### src/rtl/key_bounce_gen.sv
// -----------------------------------------------------------------------------
// key_bounce_gen
//
// Emulates a mechanical push-button for exercising debounce logic. One start
// request produces a full press/release sequence on key_out:
//   PRESS_BNC : BOUNCE_LEN cycles of pseudo-random chatter (LFSR bit 0)
//   HOLD      : HOLD_LEN cycles held solidly low (pressed)
//   REL_BNC   : BOUNCE_LEN cycles of pseudo-random chatter
// followed by a return to IDLE, where key_out rests high.
//
// Parameters
//   BOUNCE_LEN : chatter length on press and on release, 1..1048575 cycles
//   HOLD_LEN   : stable-low length between the two chatter phases, 1..1048575
//   LFSR_SEED  : LFSR reset value, must be nonzero
//
// Ports
//   sys_clk   in   1  rising-edge clock
//   sys_rst_n in   1  asynchronous active-low reset
//   start     in   1  request one sequence; honoured only in IDLE, never queued
//   key_out   out  1  emulated key line, idle high / pressed low (registered)
//   busy      out  1  high for the whole press/hold/release sequence (registered)
//   done      out  1  one-cycle pulse in the first IDLE cycle after a sequence
//   press_cnt out  8  completed sequences since reset, wraps 255 -> 0
// -----------------------------------------------------------------------------
module key_bounce_gen #(
    parameter logic [19:0] BOUNCE_LEN = 20'd30,
    parameter logic [19:0] HOLD_LEN   = 20'd100,
    parameter logic [15:0] LFSR_SEED  = 16'hACE1
) (
    input  logic       sys_clk,
    input  logic       sys_rst_n,
    input  logic       start,
    output logic       key_out,
    output logic       busy,
    output logic       done,
    output logic [7:0] press_cnt
);

    typedef enum logic [1:0] {
        IDLE      = 2'd0,
        PRESS_BNC = 2'd1,
        HOLD      = 2'd2,
        REL_BNC   = 2'd3
    } state_t;

    state_t      state;
    state_t      state_nxt;
    logic [19:0] phase;
    logic [19:0] phase_nxt;
    logic [15:0] lfsr;
    logic [15:0] lfsr_nxt;
    logic        key_nxt;
    logic        busy_nxt;
    logic        done_nxt;
    logic [7:0]  cnt_nxt;

    // Fibonacci LFSR for x^16+x^14+x^13+x^11+1, shifting right; taps 0,2,3,5.
    // It free-runs in every state so the chatter differs between sequences.
    assign lfsr_nxt = {lfsr[0] ^ lfsr[2] ^ lfsr[3] ^ lfsr[5], lfsr[15:1]};

    // Next-state logic. The phase counter clears on every state entry and
    // compares against LEN-1, so it never wraps inside a state. In IDLE it is
    // parked at zero since IDLE has no bounded length.
    always_comb begin
        // NOTE: every signal assigned in this block gets a default first, so
        // no path can leave one unassigned and infer a latch.
        state_nxt = state;
        phase_nxt = phase + 20'd1;
        done_nxt  = 1'b0;
        cnt_nxt   = press_cnt;

        case (state)
            IDLE: begin
                phase_nxt = '0;
                if (start) begin
                    state_nxt = PRESS_BNC;
                end
            end
            PRESS_BNC: begin
                if (phase == BOUNCE_LEN - 20'd1) begin
                    state_nxt = HOLD;
                    phase_nxt = '0;
                end
            end
            HOLD: begin
                if (phase == HOLD_LEN - 20'd1) begin
                    state_nxt = REL_BNC;
                    phase_nxt = '0;
                end
            end
            REL_BNC: begin
                if (phase == BOUNCE_LEN - 20'd1) begin
                    state_nxt = IDLE;
                    phase_nxt = '0;
                    done_nxt  = 1'b1;
                    cnt_nxt   = press_cnt + 8'd1;
                end
            end
            default: begin
                state_nxt = IDLE;
                phase_nxt = '0;
            end
        endcase
    end

    // Outputs are decoded from the next state so that, once registered, they
    // line up with the state they describe (start at edge k -> busy and chatter
    // visible right after edge k). During chatter key_out tracks bit 0 of the
    // LFSR value being loaded on the same edge.
    always_comb begin
        busy_nxt = (state_nxt != IDLE);
        case (state_nxt)
            PRESS_BNC, REL_BNC: key_nxt = lfsr_nxt[0];
            HOLD:               key_nxt = 1'b0;
            default:            key_nxt = 1'b1;
        endcase
    end

    always_ff @(posedge sys_clk or negedge sys_rst_n) begin
        if (!sys_rst_n) begin
            state     <= IDLE;
            phase     <= '0;
            lfsr      <= LFSR_SEED;
            key_out   <= 1'b1;
            busy      <= 1'b0;
            done      <= 1'b0;
            press_cnt <= '0;
        end else begin
            // NOTE: sequential state uses non-blocking assignments so every
            // register samples pre-edge values regardless of statement order.
            state     <= state_nxt;
            phase     <= phase_nxt;
            lfsr      <= lfsr_nxt;
            key_out   <= key_nxt;
            busy      <= busy_nxt;
            done      <= done_nxt;
            press_cnt <= cnt_nxt;
        end
    end

endmodule

### config.mk
export PLATFORM = sky130hd
export DESIGN_NAME = key_bounce_gen
export DESIGN_NICKNAME = d
export VERILOG_FILES = /design/src/rtl/key_bounce_gen.sv
export SDC_FILE = /design/constraint.sdc
export NUM_CORES = 1
export LEC_CHECK = 0
export ABC_CLOCK_PERIOD_IN_PS = 5700
export CAP_MARGIN = 25
export CORE_ASPECT_RATIO = 1.2
export CORE_MARGIN = 2
export CORE_UTILIZATION = 40
export DETAILED_ROUTE_END_ITERATION = 8
export SKIP_CTS_REPAIR_TIMING = 1
export SYNTH_ARGS = -nofsm -noshare
export SYNTH_HDL_FRONTEND = slang
export SYNTH_SLANG_ARGS = --single-unit
export TNS_END_PERCENT = 100
### constraint.sdc
create_clock -name sys_clk -period 5.7 [get_ports sys_clk]
set_input_delay 1.14 -clock sys_clk [delete_from_list [all_inputs] [get_ports sys_clk]]
set_output_delay 1.14 -clock sys_clk [all_outputs]
set_load 0.02 [all_outputs]
==> results of run 1 <==
==> area by class of cell <==
type	instances	share of cell area [%]
clock buffers	5	2.80
well taps	62	3.15
multi-input cells	120	34.7
clock inverters	3	1.02
inverters	8	1.22
flip-flops and latches	49	50.3
repair buffers	16	6.82
==> cells in the mapped netlist (all sizes together) <==
cell type	n
a21oi	16
a22oi	5
and3	1
and4	3
buf	8
clkbuf	2
dfrtp	40
dfstp	9
ha	3
inv	8
mux2	1
nand2	9
nand2b	1
nand3	10
nand4	9
nor2	3
nor3	7
nor4	7
nor4b	1
o211ai	2
o21a	1
o21ai	4
o31ai	3
or3	4
or4	6
xnor2	9
xor2	15
==> state kept, by name, summed over array words and instances, names as in the netlist <==
register	cells
key_out	1
busy	1
press_cnt	8
done	1
lfsr	16
state	2
phase	20
==> cell families (layout without fill, tap and decap cells) <==
logic type	Yosys count	after routing	synth area share [%]
flops	49	49	56.9
xor+xnor	24	24	9.67
fa+ha+maj	3	3	1.73
compound gates	31	31	8.63
mux	1	1	0.518
buf+inv	18	32	3.85
simple gates	61	61	18.7
==> metrics by stage <==
step                setup slack (ns)  area [sq um]  std cells  power, mW
floorplan                       3.91          2170        187      0.355
global placement                3.37          2340        254      0.362
detailed placement              3.25          2340        254      0.363
CTS                             3.13          2430        262      0.576
global route                    2.93          2460        263      0.594
finish                          3.15          2460        263      0.569
==> path summary, 6_finish.rpt <==
path                                     start                        to  depth (start not counted)
setup / recovery             key_out$_DFF_PN1_                   key_out                          1
hold reg to reg             lfsr[11]$_DFF_PN1_        lfsr[10]$_DFF_PN1_                          0
max in group asynchronous            sys_rst_n        phase[2]$_DFF_PN0_                          2
hold / removal              lfsr[11]$_DFF_PN1_        lfsr[10]$_DFF_PN1_                          0
setup reg to reg           phase[16]$_DFF_PN0_       phase[15]$_DFF_PN0_                          5
min in group asynchronous            sys_rst_n  press_cnt[4]$_DFFE_PN0P_                          1
==> layout by cell type (no fill, tap or decap), types with 2 or more instances in the layout <==
master | Yosys | layout
nand4_1 | 8 | 8
nand2_1 | 9 | 9
o211ai_1 | 2 | 2
dfstp_2 | 9 | 9
clkdlybuf4s50_1 | 0 | 12
inv_1 | 8 | 8
a22oi_1 | 4 | 4
and4_1 | 2 | 2
xor2_1 | 15 | 15
nor4_1 | 4 | 4
o31ai_1 | 3 | 3
or3_1 | 3 | 3
dfrtp_1 | 40 | 40
nor2_1 | 3 | 3
buf_4 | 0 | 2
or4_1 | 4 | 4
o21ai_0 | 3 | 3
xnor2_1 | 9 | 9
nand3_1 | 9 | 9
inv_6 | 0 | 2
or4_4 | 2 | 2
nor4_2 | 3 | 3
a21oi_1 | 16 | 16
ha_1 | 3 | 3
nor3_1 | 6 | 6
clkbuf_8 | 0 | 5
==> power breakdown <==
part | internal [mW] | leakage (nW) | total, mW | switching (mW)
sequential | 0.348 | 0.627 | 0.348 | 0
combinational | 0.00283 | 0.389 | 0.00982 | 0.00699
clock | 0.0896 | 0.0452 | 0.212 | 0.122
==> per-layer routing <==
| metal | vias up | track usage [%] |
|---|---|---|
| li1 | 699 | - |
| met1 | 716 | 16.7 |
| met2 | 26 | 23.1 |
| met3 | 7 | 3.60 |
| met4 | 0 | 4.29 |
| met5 | - | 0 |
==> run summary, run 1 <==
Share of the synthesized area in the top cell type: 46.0%
Worst EP required: 4.56 ns
Hold WS: 0.361 ns
Routed Antenna Nets: 0
Syn_area_per_cell: 11.6 sq um
DRC Markers: 0
Die Y: 84.8 microns
Multi-input gate area: 853 sq um
Worst VDD drop: 169 uV
Starting Density: 41.3%
Crit-path max FO: 1
Hold WC Path Type: reg2reg
Final Hold Vio Count: 0
Worst path cell trace: clkdlybuf4s50_1
Tot GR Track Use: 13.6%
Fin Setup TNS: 0 ns
Worst Path Buf+Inv: 1
WL met3: 136 microns
Seq/Total Area, Yosys: 56.9%
Worst-Margin Slew: 0.614 ns
Final nets: 206
Period utilisation layout: 44.8%
Syn nets: 193
Syn Std Cell Area: 2170 sq um
Largest net degree at the start of global routing: 50
Worst skew pair latency: 0.30 ns
Critical path's slowest cell: clkdlybuf4s50_1
Status: complete, no violations
Met2 wire len: 1980 microns
Initial antenna violation count: 0
Root buffer cell: clkbuf_8
Die area: 6040 sq um
CTS tree: yes
Final setup viols: 0
CTS Buffer Depth: 2
Diode count: 0
Area Overhead vs Synth: 13.1%
Placer Congestion: 0.856
Rel. slew slack: 58.9%
Unrepaired setup endpoints after global routing: false
Fillers: 473
Num ports: 14
Startpoint Class: register
Clock Skew: 0.00748 ns
Delay-heaviest family, CP: buffers and inverters
Number of DRC markers in iteration 0: 44
CP max stage delay: 0.59 ns
Port Buffer Count: 13
H-tree depth: 2
Synth area leader: dfrtp_1
CP endpoint kind: output port
Final Critical Period: 2.55 ns
Top sig layer: met4
WL per Instance: 14.9 microns
Leak: 1.06 nW
Core ar.: 5260 sq um
Met1 WL: 1750 microns
Yosys reg bits: 49
WS Path Type: reg2out
First-pass GRT wire length: 6560 microns
Total area of sequential cells: 1240 sq um
MaxCap Viol Count: 0
Share of cells above drive strength 1: 16.4%
Die Span X: 71.3 microns
Clock slew seen by the registers of the worst setup and hold paths: 0.10 ns
First-pass DRT Iterations: 4
R2R setup slack: 3.23 ns
Ys Warns: 0
Rows: 29
Crit path DAT: 1.41 ns
GRT overflow: 0
Final WL: 3910 microns
Max Freq: 392 MHz
Max Transition Viols Final: 0
PD cells: 231 nW/um^2
Vias per inst: 5.51
Vias: 1448
Yosys cell types: 37
Clk sinks: 49
Total CTS buffers: 5
Vias in the first global route: 1449
Post-layout util: 46.8%
Synth top area cells: dfrtp_1 (46%), dfstp_2 (11%), xor2_1 (6.0%)
HPWL after DPL: 2640 microns
Mapped Cells: 187
No activity file was read; power rests on OpenSTA's default activity.
==> run 2, diff against run 1 <==
--- a/config.mk
+++ b/config.mk
@@ -5,7 +5,7 @@
 export SDC_FILE = /design/constraint.sdc
 export NUM_CORES = 1
 export LEC_CHECK = 0
-export ABC_CLOCK_PERIOD_IN_PS = 5700
+export ABC_CLOCK_PERIOD_IN_PS = 2100
 export CAP_MARGIN = 25
 export CORE_ASPECT_RATIO = 1.2
 export CORE_MARGIN = 2
==> constraint.sdc (replaced) <==
create_clock -name sys_clk -period 2.1 [get_ports sys_clk]
set_input_delay 0.42 -clock sys_clk [delete_from_list [all_inputs] [get_ports sys_clk]]
set_output_delay 0.42 -clock sys_clk [all_outputs]
set_load 0.02 [all_outputs]
==> run 2 against run 1 <==
Against the previous run:
- combinational power increased to 2.5 times the previous value
- hold slack got worse by 0.29 ns
- non-clock buffer count increased by 2
- die area unchanged
- setup slack got worse by 3.0 ns
- clock power increased to 2.7 times the previous value
- critical path depth increased by 4
- wire length increased by 2.2%
- core utilization increased by 0.17 points
- count of clock-buffer cells in the layout unchanged
- flip-flop and latch count unchanged
- clock skew increased by 0.00065 ns
- critical path type is now reg2reg
- largest power group unchanged
==> run summary, run 2 (same netlist as run 1, synthesis figures left out) <==
Status: complete, no violations
R2R setup slack: 0.12 ns (-3.11 ns)
Most flops, register: phase
Max Freq: 504 MHz
Largest net degree at the start of global routing: 29 (-42%)
Final Hold Vio Count: 0 (unchanged)
Unrepaired setup endpoints after global routing: false
Hold WC Path Type: in2async
Regs by FF count: phase (20), lfsr (16), press_cnt (8)
Placer Congestion: 0.803 (-6.2%)
Worst Path Buf+Inv: 1 (unchanged)
First-pass DRT Iterations: 4 (unchanged)
Fin Setup TNS: 0 ns (unchanged)
Die area: 6040 sq um (unchanged)
Starting Density: 41.3% (unchanged)
HPWL after DPL: 2730 microns (+3.2%)
DRC Markers: 0 (unchanged)
Period utilisation layout: 94.4%
CTS Buffer Depth: 2 (unchanged)
Worst-Margin Slew: 0.509 ns (-0.105 ns)
Share of cells above drive strength 1: 17.2% (+0.82 points)
Tot GR Track Use: 14.8% (+1.2 points)
PD cells: 624 nW/um^2 (+170%)
MaxCap Viol Count: 0 (unchanged)
Critical path's slowest cell: or4_1
Worst Reg2Reg Path Length in Cells: 5 (unchanged)
Port Buffer Count: 13 (unchanged)
Critical R2R Capture: key_out$_DFF_PN1_
CP max stage delay: 0.46 ns (-0.13 ns)
Startpoint Class: register
Area Overhead vs Synth: 13.5%
Placed inst area: 2370 sq um (+1.5%)
Rows: 29 (unchanged)
H-tree depth: 2 (unchanged)
Vias per inst: 5.52 (+0.27%)
Final setup viols: 0 (unchanged)
WL per Instance: 15.1 microns (+1.4%)
Total power: 1.54 mW (+170%)
Initial antenna violation count: 0 (unchanged)
Root buffer cell: clkbuf_8
Critical path endpoint: key_out$_DFF_PN1_
Clock slew seen by the registers of the worst setup and hold paths: 0.10 ns (about the same)
Delay-heaviest family, CP: simple AND/OR/NAND/NOR gates
CTS tree: yes
Vias in the first global route: 1524 (+5.2%)
Finished Cell Area: 2470 sq um (+0.36%)
Rel. slew slack: 66.1% (+7.1 points)
Core ar.: 5260 sq um (unchanged)
Post-layout util: 46.9% (+0.17 points)
Worst r2r src: phase[16]$_DFF_PN0_
Final WL: 3990 microns (+2.2%)
GRT overflow: 0 (unchanged)
Diode count: 0 (unchanged)
M2 GR Usage: 24.5% (+1.4 points)
Commonest non-fill, non-tap cell in the layout: dfrtp_1
Die Y: 84.8 microns (unchanged)
Worst EP required: 2.33 ns (-2.23 ns)
Worst VDD drop: 240 uV (+42%)
Num ports: 14 (unchanged)
Crit-path max FO: 10 (+9)
Most frequent cells in the layout: dfrtp_1 (40), a21oi_1 (16), xor2_1 (15), clkdlybuf4s50_1 (12)
Routed Antenna Nets: 0 (unchanged)
Total CTS buffers: 5 (unchanged)
Worst skew pair latency: 0.31 ns (about the same)
WS Path Type: reg2reg
CP endpoint kind: register
Met3 usage: 3.96% (+0.36 points)
Levels on crit path: 5 (+4)
Clk sinks: 49 (unchanged)
Leak: 1.06 nW (+0.33%)
Clock Skew: 0.00814 ns (+0.000654 ns)
Number of DRC markers in iteration 0: 37 (-16%)
CP Launch Point: phase[16]$_DFF_PN0_
Crit path DAT: 2.22 ns (+0.81 ns)
Met1 Use GR: 18.2% (+1.5 points)
Final nets: 208 (+0.97%)
Max reg flops: 20 (unchanged)
First-pass GRT wire length: 7070 microns (+7.8%)
Max Transition Viols Final: 0 (unchanged)
Busiest grt layer: met2
Die Span X: 71.3 microns (unchanged)
Worst path cell trace: nor4_1 -> nand4_1 -> buf_4 -> or4_1 -> o211ai_1
Final Critical Period: 1.98 ns
Vias: 1463 (+1.0%)
[run 2: cell count changes in the layout (fill, tap and decap cells not counted), sizes merged]
cell      change
buf           +2
clkinvlp      +1
inv           -1
[run 2: layout make-up]
cell class / count / area [sq um]
Tap cell: 62 / 77.6
Fill cell: 482 / 2790
Sequential cell: 49 / 1240
Inverter: 8 / 30.0
Multi-Input combinational cell: 120 / 853
Clock inverter: 3 / 26.3
Clock buffer: 5 / 68.8
Timing Repair Buffer: 18 / 175
[run 2: worst min-delay path by stage]
stage / start / end / slack [ns] / cells after the start
after global placement: lfsr[4]$_DFF_PN0_ / lfsr[3]$_DFF_PN0_ / 0.34 / 0
after detailed placement: lfsr[12]$_DFF_PN0_ / lfsr[11]$_DFF_PN1_ / 0.34 / 0
after floorplan: sys_rst_n / busy$_DFF_PN0_ / 0.12 / 0
final: sys_rst_n / busy$_DFF_PN0_ / 0.07 / 1
after global routing: sys_rst_n / press_cnt[2]$_DFFE_PN0P_ / 0.1 / 1
after CTS: sys_rst_n / busy$_DFF_PN0_ / 0.09 / 1
[run 2: where the power goes]
group / switching (mW) / internal [mW] / total, mW
Clock: 0.330 / 0.242 / 0.572
Sequential: 0 / 0.944 / 0.944
Combinational: 0.0187 / 0.00618 / 0.0249
Total: 0.348 / 1.19 / 1.54
[run 2: stage by stage]
stage               hold slack, ns  instances  worst slack (ns)
detailed placement           0.337        257             0.139
global placement             0.338        257             0.203
finish                      0.0673        265             0.117
global route                0.0967        265          0.000752
CTS                         0.0858        265             0.109
floorplan                    0.124        187             0.309
[run 2: routing by layer]
metal	wire, microns	part of all wire (%)	up-vias
met1	1760	44	732
met3	164	4.1	6
li1	-	-	695
met4	63	1.6	0
met2	2010	50	30
met5	0	0	-
==> run 3, diff against run 2 <==
--- a/config.mk
+++ b/config.mk
@@ -11,6 +11,7 @@
 export CORE_MARGIN = 2
 export CORE_UTILIZATION = 40
 export DETAILED_ROUTE_END_ITERATION = 8
+export REMOVE_ABC_BUFFERS = 1
 export SKIP_CTS_REPAIR_TIMING = 1
 export SYNTH_ARGS = -nofsm -noshare
 export SYNTH_HDL_FRONTEND = slang
==> run 3 against run 2 <==
Against the previous run:
- sequential share of layout area down 0.63 points
- final area rose by 1.3%
- via count increased by 0.68%
- register-to-register slack improved by 0.05 ns
- die area is the same
- critical path depth did not move
- wire length is 1.5% lower
- global-route usage fell by 0.20 points
- combinational power about the same
- critical endpoint is now phase[18]$_DFF_PN0_
==> run summary, run 3 (same netlist as run 1, synthesis figures left out) <==
Clk sinks: 49 (unchanged)
Total area of sequential cells: 1240 sq um (unchanged)
Regs by FF count: phase (20), lfsr (16), press_cnt (8)
Hold WC Path Type: in2async
Final Hold Vio Count: 0 (unchanged)
GRT overflow: 0 (unchanged)
Critical path's slowest cell: or4_1
Largest net degree at the start of global routing: 35 (+21%)
Number of DRC markers in iteration 0: 74 (+100%)
Root buffer cell: clkbuf_8
PD cells: 654 nW/um^2 (+4.8%)
Initial antenna violation count: 0 (unchanged)
Port Buffer Count: 13 (unchanged)
CTS tree: yes
Most flops, register: phase
Max reg flops: 20 (unchanged)
Fin Setup TNS: 0 ns (unchanged)
Final setup viols: 0 (unchanged)
Worst EP required: 2.31 ns (-0.02 ns)
Most frequent cells in the layout: dfrtp_1 (40), a21oi_1 (16), xor2_1 (15), clkdlybuf4s50_1 (12)
Met2 wire len: 1860 microns (-7.3%)
Max Transition Viols Final: 0 (unchanged)
Vias: 1473 (+0.68%)
Placed inst area: 2370 sq um (unchanged)
Commonest non-fill, non-tap cell in the layout: dfrtp_1
Worst VDD drop: 234 uV (-2.5%)
Startpoint Class: register
Final Critical Period: 1.93 ns (-0.0519 ns)
Fillers: 484 (+0.41%)
Routed Antenna Nets: 0 (unchanged)
Area Overhead vs Synth: 15.0%
Die Span X: 71.3 microns (unchanged)
Crit-path max FO: 6 (-4)
Final nets: 209 (+0.48%)
Worst Reg2Reg Path Length in Cells: 5 (unchanged)
Core ar.: 5260 sq um (unchanged)
HPWL after DPL: 2780 microns (+2.0%)
WL met3: 166 microns (+1.2%)
H-tree depth: 2 (unchanged)
Unrepaired setup endpoints after global routing: false
Rows: 29 (unchanged)
Clock slew seen by the registers of the worst setup and hold paths: 0.09 ns (about the same)
CTS Buffer Depth: 2 (unchanged)
Period utilisation layout: 91.9% (-2.5 points)
WS Path Type: reg2reg
Met1 WL: 1830 microns (+3.8%)
Die Y: 84.8 microns (unchanged)
Vias per inst: 5.54 (+0.31%)
Worst path cell trace: ha_1 -> and4_2 -> nand2_1 -> or4_1 -> a22oi_1
WL per Instance: 14.8 microns (-1.8%)
Top sig layer: met4
Final WL: 3940 microns (-1.5%)
Die area: 6040 sq um (unchanged)
Finished Cell Area: 2500 sq um (+1.3%)
MaxCap Viol Count: 0 (unchanged)
Rel. slew slack: 76.3% (+10 points)
Worst Path Buf+Inv: 0 (-1)
Vias in the first global route: 1434 (-5.9%)
Delay-heaviest family, CP: simple AND/OR/NAND/NOR gates
Num ports: 14 (unchanged)
Crit path DAT: 2.14 ns (-0.08 ns)
Tot GR Track Use: 14.6% (-0.20 points)
First-pass GRT wire length: 6920 microns (-2.1%)
Clock Skew: 0.00186 ns (-0.00627 ns)
Diode count: 0 (unchanged)
CP max stage delay: 0.53 ns (+0.07 ns)
First-pass DRT Iterations: 4 (unchanged)
Leak: 1.08 nW (+1.7%)
DRC Markers: 0 (unchanged)
Max Freq: 518 MHz (+2.7%)
Multi-input gate area: 857 sq um (+0.44%)
Worst-Margin Slew: 0.352 ns (-0.157 ns)
CP endpoint kind: register
Worst skew pair latency: 0.30 ns (about the same)
Share of cells above drive strength 1: 18.1% (+0.90 points)
Levels on crit path: 5 (unchanged)
Placer Congestion: 0.816 (+1.6%)
Status: complete, no violations
Total CTS buffers: 5 (unchanged)
Starting Density: 41.3% (unchanged)
run 3: where the power goes:
| group | internal, mW | switching, mW |
|---|---|---|
| sequential | 0.944 | 0 |
| clock | 0.356 | 0.310 |
| combinational | 0.00624 | 0.0188 |
run 3: per-stage QoR:
stage / instances / hold slack (ns) / power, mW / utilization (%) / worst slack, ns
floorplan: 177 / 0.124 / 0.962 / - / -0.335
global placement: 257 / 0.329 / 0.987 / 45.1 / 0.167
detailed placement: 257 / 0.340 / 0.988 / 45.1 / 0.111
CTS: 265 / 0.0143 / 1.66 / 47.3 / 0.0904
global route: 266 / 0.0184 / 1.71 / 47.5 / 0.0396
finish: 266 / 0.0195 / 1.63 / 47.5 / 0.169
run 3: worst paths after layout:
kind / end / slack, ns / from
min in group sys_clk: lfsr[6]$_DFF_PN1_ / 0.36 / lfsr[7]$_DFF_PN1_
worst min-delay path: lfsr[4]$_DFF_PN0_ / 0.02 / sys_rst_n
worst min register to register: lfsr[6]$_DFF_PN1_ / 0.36 / lfsr[7]$_DFF_PN1_
worst max-delay path: phase[18]$_DFF_PN0_ / 0.17 / phase[0]$_DFF_PN0_
worst max register to register: phase[18]$_DFF_PN0_ / 0.17 / phase[0]$_DFF_PN0_
max in group asynchronous: key_out$_DFF_PN1_ / 1.53 / sys_rst_n
run 3: per-layer routing:
metal | track usage, % | vias up
li1 | - | 697
met1 | 19.3 | 733
met2 | 22.6 | 33
met3 | 3.84 | 10
met4 | 6.00 | 0
met5 | 0 | -
run 3: area by class of cell:
| cell class | instances | area share (%) |
|---|---|---|
| clock buffer | 5 | 2.75 |
| clock inverter | 3 | 1.85 |
| inverter | 8 | 1.20 |
| multi-input combinational | 120 | 34.3 |
| sequential | 49 | 49.5 |
| tap | 62 | 3.10 |
| timing repair buffer | 19 | 7.31 |
